==> src/rtl/shift_result_fifo.sv <==
// First-word-fall-through result buffer behind the registered shift unit.
// Full-FIFO writes are dropped and tallied in a sticky flag and a saturating counter.
module shift_result_fifo #(
  parameter int unsigned data_width = 16,
  parameter int unsigned depth      = 4,
  parameter int unsigned addr_width = 2,
  parameter int unsigned cnt_width  = 8
) (
  input  logic                  CLK,
  input  logic                  RST,
  input  logic [data_width-1:0] in_data,
  input  logic                  in_valid,
  output logic [data_width-1:0] out_data,
  output logic                  out_valid,
  input  logic                  out_ready,
  output logic [addr_width:0]   count,
  output logic                  full,
  output logic                  empty,
  output logic                  overflow,
  input  logic                  clr_ovf,
  output logic [cnt_width-1:0]  drop_cnt
);

  localparam logic [addr_width:0] full_count = (addr_width+1)'(depth);

  logic [data_width-1:0] mem [depth];
  logic [addr_width-1:0] wr_ptr_q;
  logic [addr_width-1:0] rd_ptr_q;
  logic [addr_width:0]   count_q;
  logic                  overflow_q;
  logic [cnt_width-1:0]  drop_cnt_q;

  logic pop;
  logic push;
  logic drop;

  always_comb begin
    full      = (count_q == full_count);
    empty     = (count_q == '0);
    out_valid = ~empty;
    pop       = out_valid & out_ready;
    // A full FIFO can still take a word when the head leaves in the same cycle.
    push      = in_valid & (~full | pop);
    drop      = in_valid & full & ~pop;
  end

  // Storage is deliberately not reset; out_data is masked while empty.
  always_ff @(posedge CLK) begin
    if (push && !RST) begin
      mem[wr_ptr_q] <= in_data;
    end
  end

  always_ff @(posedge CLK) begin
    if (RST) begin
      wr_ptr_q <= '0;
      rd_ptr_q <= '0;
      count_q  <= '0;
    end else begin
      if (push) begin
        wr_ptr_q <= wr_ptr_q + addr_width'(1);
      end
      if (pop) begin
        rd_ptr_q <= rd_ptr_q + addr_width'(1);
      end
      unique case ({push, pop})
        2'b10:   count_q <= count_q + (addr_width+1)'(1);
        2'b01:   count_q <= count_q - (addr_width+1)'(1);
        default: count_q <= count_q;
      endcase
    end
  end

  // A drop in the same cycle as clr_ovf wins: the flag stays set, counter restarts at 1.
  always_ff @(posedge CLK) begin
    if (RST) begin
      overflow_q <= 1'b0;
      drop_cnt_q <= '0;
    end else if (drop) begin
      overflow_q <= 1'b1;
      if (clr_ovf) begin
        drop_cnt_q <= cnt_width'(1);
      end else if (drop_cnt_q != '1) begin
        drop_cnt_q <= drop_cnt_q + cnt_width'(1);
      end
    end else if (clr_ovf) begin
      overflow_q <= 1'b0;
      drop_cnt_q <= '0;
    end
  end

  assign out_data = out_valid ? mem[rd_ptr_q] : '0;
  assign count    = count_q;
  assign overflow = overflow_q;
  assign drop_cnt = drop_cnt_q;

endmodule

==> config.mk <==
export PLATFORM = sky130hd
export DESIGN_NAME = shift_result_fifo
export DESIGN_NICKNAME = d
export VERILOG_FILES = /design/src/rtl/shift_result_fifo.sv
export SDC_FILE = /design/constraint.sdc
export NUM_CORES = 1
export LEC_CHECK = 0
export BUFFER_PORTS_ARGS = -buffer_cell sky130_fd_sc_hd__buf_4
export CORE_MARGIN = 1
export CORE_UTILIZATION = 55
export CTS_BUF_LIST = sky130_fd_sc_hd__clkbuf_4 sky130_fd_sc_hd__clkbuf_8
export DETAILED_ROUTE_END_ITERATION = 16
export MAX_ROUTING_LAYER = met4
export PLACE_DENSITY_LB_ADDON = 0.15
export RECOVER_POWER = 25
export SLEW_MARGIN = 15
export SYNTH_ARGS = -nofsm -noshare
export SYNTH_HDL_FRONTEND = slang
export SYNTH_SLANG_ARGS = --single-unit
export TNS_END_PERCENT = 30
==> constraint.sdc <==
create_clock -name CLK -period 2.4 [get_ports CLK]
set_input_delay 0.24 -clock CLK [delete_from_list [all_inputs] [get_ports CLK]]
set_output_delay 0.24 -clock CLK [all_outputs]
set_load 0.02 [all_outputs]
==> results.md <==
- Worst hold stages: 1
- TritonCTS clock tree: built
- Vert. Die Dim: 80.0 um
- Crit start category: flip-flop
- Area Overhead vs Synth: 18.8%
- Tcrit/Tclk final: 0.926
- Area of the core: 5890 um2
- Mux cell area share after synthesis: 0.114
- Iteration-0 DRC Markers: 77
- Synth Register Bits: 82
- R2r startpoint: count[1]
- Commonest non-fill, non-tap cell in the layout: edfxtp_1
- Slew Limit Fails: 0
- Simple-gate share of the synthesized area: 0.107
- Via density: 5.48
- Number of global-route vias before repair: 1856
- Run status: finished, final reports clean
- Global route overflow: 0
- DR WL/cell: 15.8 um
- Die width: 80.0 um
- CTS max path bufs: 2
- Syn Inst Count: 207
- Sink Count: 82
- Proportion of layout cells with a drive suffix above 1: 0.293
- Worst Setup End Kind: flip-flop
- Peak supply drop: 0.666 mV
- CP max stage cell: dfxtp_1
- Syn Area/Cell: 16.2 um2
- ANT cells: 0
- Clk_skew: 0.00995 ns
- Post-synthesis cell type count: 37
- CTS Buf Count: 9
- Setup_tns: 0 ns
- Final setup violation count: 0
- Reg2reg path depth: 8
- Wire length of the first global-routing pass: 8.97 mm
- Mapped Nets: 235
- I/O Pins: 52
- Drt drc: 0
- Via count: 1923
- GP Congestion: 0.788
- Final ANT Viol Nets: 0
- Largest net degree at the start of global routing: 20
- Asr flop ratio synth: 0
- Hold_sp: in_data[6]
- Power Total: 3.74 mW
- Register area share after synthesis: 0.682
- Setup Crit Path Kind: flip-flop to flip-flop
- Fill cell count: 421
- Crit path time final: 2.22 ns
- Max frequency: 0.450 GHz
- Yosys warns: 0
- Commonest cells after routing, fill and taps aside: edfxtp_1 (64), buf_4 (47), and2_1 (22)
- DR pass1 iterations: 4
- Critical Path AT: 2.49 ns
- Hold Path Sink: mem[0][6]
- Clock Latency Late Sink: 0.34 ns
- Clock Pin Slew Worst Setup and Hold Paths: 0.07 ns
- Critical Path, Cell by Cell: nor4b_4 > nand2b_1 > ha_1 > inv_1 > fa_1 > xor2_1 > or3_1 > a21oi_1
- Post-CTS Hold Buffers: 0
- Row cnt: 28
- Compound-Gate Fraction of Synth Area: 0.0393
- Reg-to-reg critical path endpoint: count[2]
- Post-CTS Setup Inserts: 0
- Max incr delay on CP: 0.37 ns
- Top cells by area, synth: edfxtp_1 (57%), dfxtp_1 (11%), mux4_2 (11%)
- Clock root buffer: clkbuf_8
- CP max FO: 5
- Max-cap violations: 0
- Synth Flop Type: edfxtp_1
- Hold WS: 0.114 ns
- Place WS: 0.185 ns
- RSZ-0062 raised after global routing: false
- Leakage power: 1.41 nW
- Largest family of logic cells by synthesized area: multiplexers
- Xor-xnor portion of the synthesized cell area: 0.0131
- Largest area contributor in the netlist: edfxtp_1
- Die area: 6400 um2
- Number of flops mapped to enable cells by yosys: 64
- Slew @ Worst Pin: 0.396 ns
- Tightest Hold Check Type: primary input to flip-flop
- Total Wirelength: 5.55 mm
- PortBufs: 51
- Post-synthesis adder-cell area fraction: 0.0284
- Reg2reg setup slack: 0.18 ns
- Share of the synthesized area in the top cell type: 0.574
- H-tree depth: 3
- HPWL after DPL: 3.84 mm
- PostCTS Resize Cnt: 0
- Power Density: 941 nW/um2
- Normalized max-slew margin: 0.735
- # nets final: 300
- Mapped cell area: 3350 um2
- Starting Density: 0.569
- Hold Vio Cnt, Final: 0
- Final Worst Setup Slack: 0.178 ns
- Initial antenna violation count: 0
- Required @ worst endpoint: 2.67 ns
- GRT Resource Usage Total: 0.201
cell type report:
type                    count  area [um2]  area share
multi-input cells         111        1010       0.254
clock buffers               9         124      0.0312
inverters                   6        22.5     0.00566
well taps                  75        93.8      0.0236
repair buffers             62         409       0.103
flip-flops and latches     82        2280       0.574
clock inverters             6        35.0     0.00881
cell families (layout without fill, tap and decap cells):
| group | Yosys count | after routing |
|---|---|---|
| buffers and inverters | 14 | 83 |
| muxes | 18 | 18 |
| and+or+nand+nor | 61 | 61 |
| adders and majority gates | 7 | 7 |
| AOI/OAI and AO/OA | 20 | 20 |
| DFF | 82 | 82 |
| xor gates and xnor gates | 5 | 5 |
cells in the mapped netlist, types with 2 or more instances:
cell type	n
or3_1	4
and2_1	22
nand3_1	3
ha_1	6
o21ai_0	2
nor2_1	12
dfxtp_1	18
edfxtp_1	64
xor2_1	3
xnor2_1	2
mux2i_1	2
o31ai_1	2
inv_1	6
buf_1	2
a41oi_1	2
mux4_2	16
buf_2	2
nand2_1	6
nand4_1	2
o211ai_1	2
or4_1	2
and3_1	2
a21oi_1	8
clkbuf_1	4
state kept, by name, summed over array words and instances, names as in the netlist, named ones only:
register and flops:
rd_ptr_q 2, overflow 1, count 3, wr_ptr_q 2, mem 64, drop_cnt 8
through the flow:
stage	instance area, um2	util	std cells
global placement	3870	0.658	336
global route	3980	0.676	351
CTS	4030	0.685	351
finish	3980	0.676	351
floorplan	3350	-	207
detailed placement	3870	0.658	336
per-layer routing:
layer | GRT usage | vias to the layer above | routed length [um]
li1 | - | 922 | -
met1 | 0.235 | 953 | 2330
met2 | 0.333 | 41 | 2930
met3 | 0.0583 | 7 | 209
met4 | 0.0696 | 0 | 78
met5 | - | - | 0
how the worst max path moves through the flow:
stage | slack (ns) | cells past startpoint | start | endpoint
after floorplan | 0.08 | 8 | count[2] | count[2]
after global placement | 0.26 | 8 | count[1] | count[2]
after detailed placement | 0.18 | 8 | count[1] | count[2]
after CTS | 0.16 | 8 | count[1] | count[2]
after global routing | 0.02 | 8 | count[1] | count[2]
final | 0.18 | 8 | count[1] | count[2]
power by group:
part           internal, mW  switching [mW]
sequential             1.62          0.0541
combinational         0.587           0.672
clock                 0.362           0.445
worst max-delay path: cells and delay by family (launching register included):
kind	cells	cell delay, ns
AO/OA/AOI/OAI	1	0.13
XOR/XNOR	1	0.15
adder cells (fa/ha/maj)	2	0.60
buffers and inverters	1	0.06
flip-flops	1	0.37
AND/OR/NAND/NOR	3	0.85
Note: power is estimated with default switching activity, not from simulation.
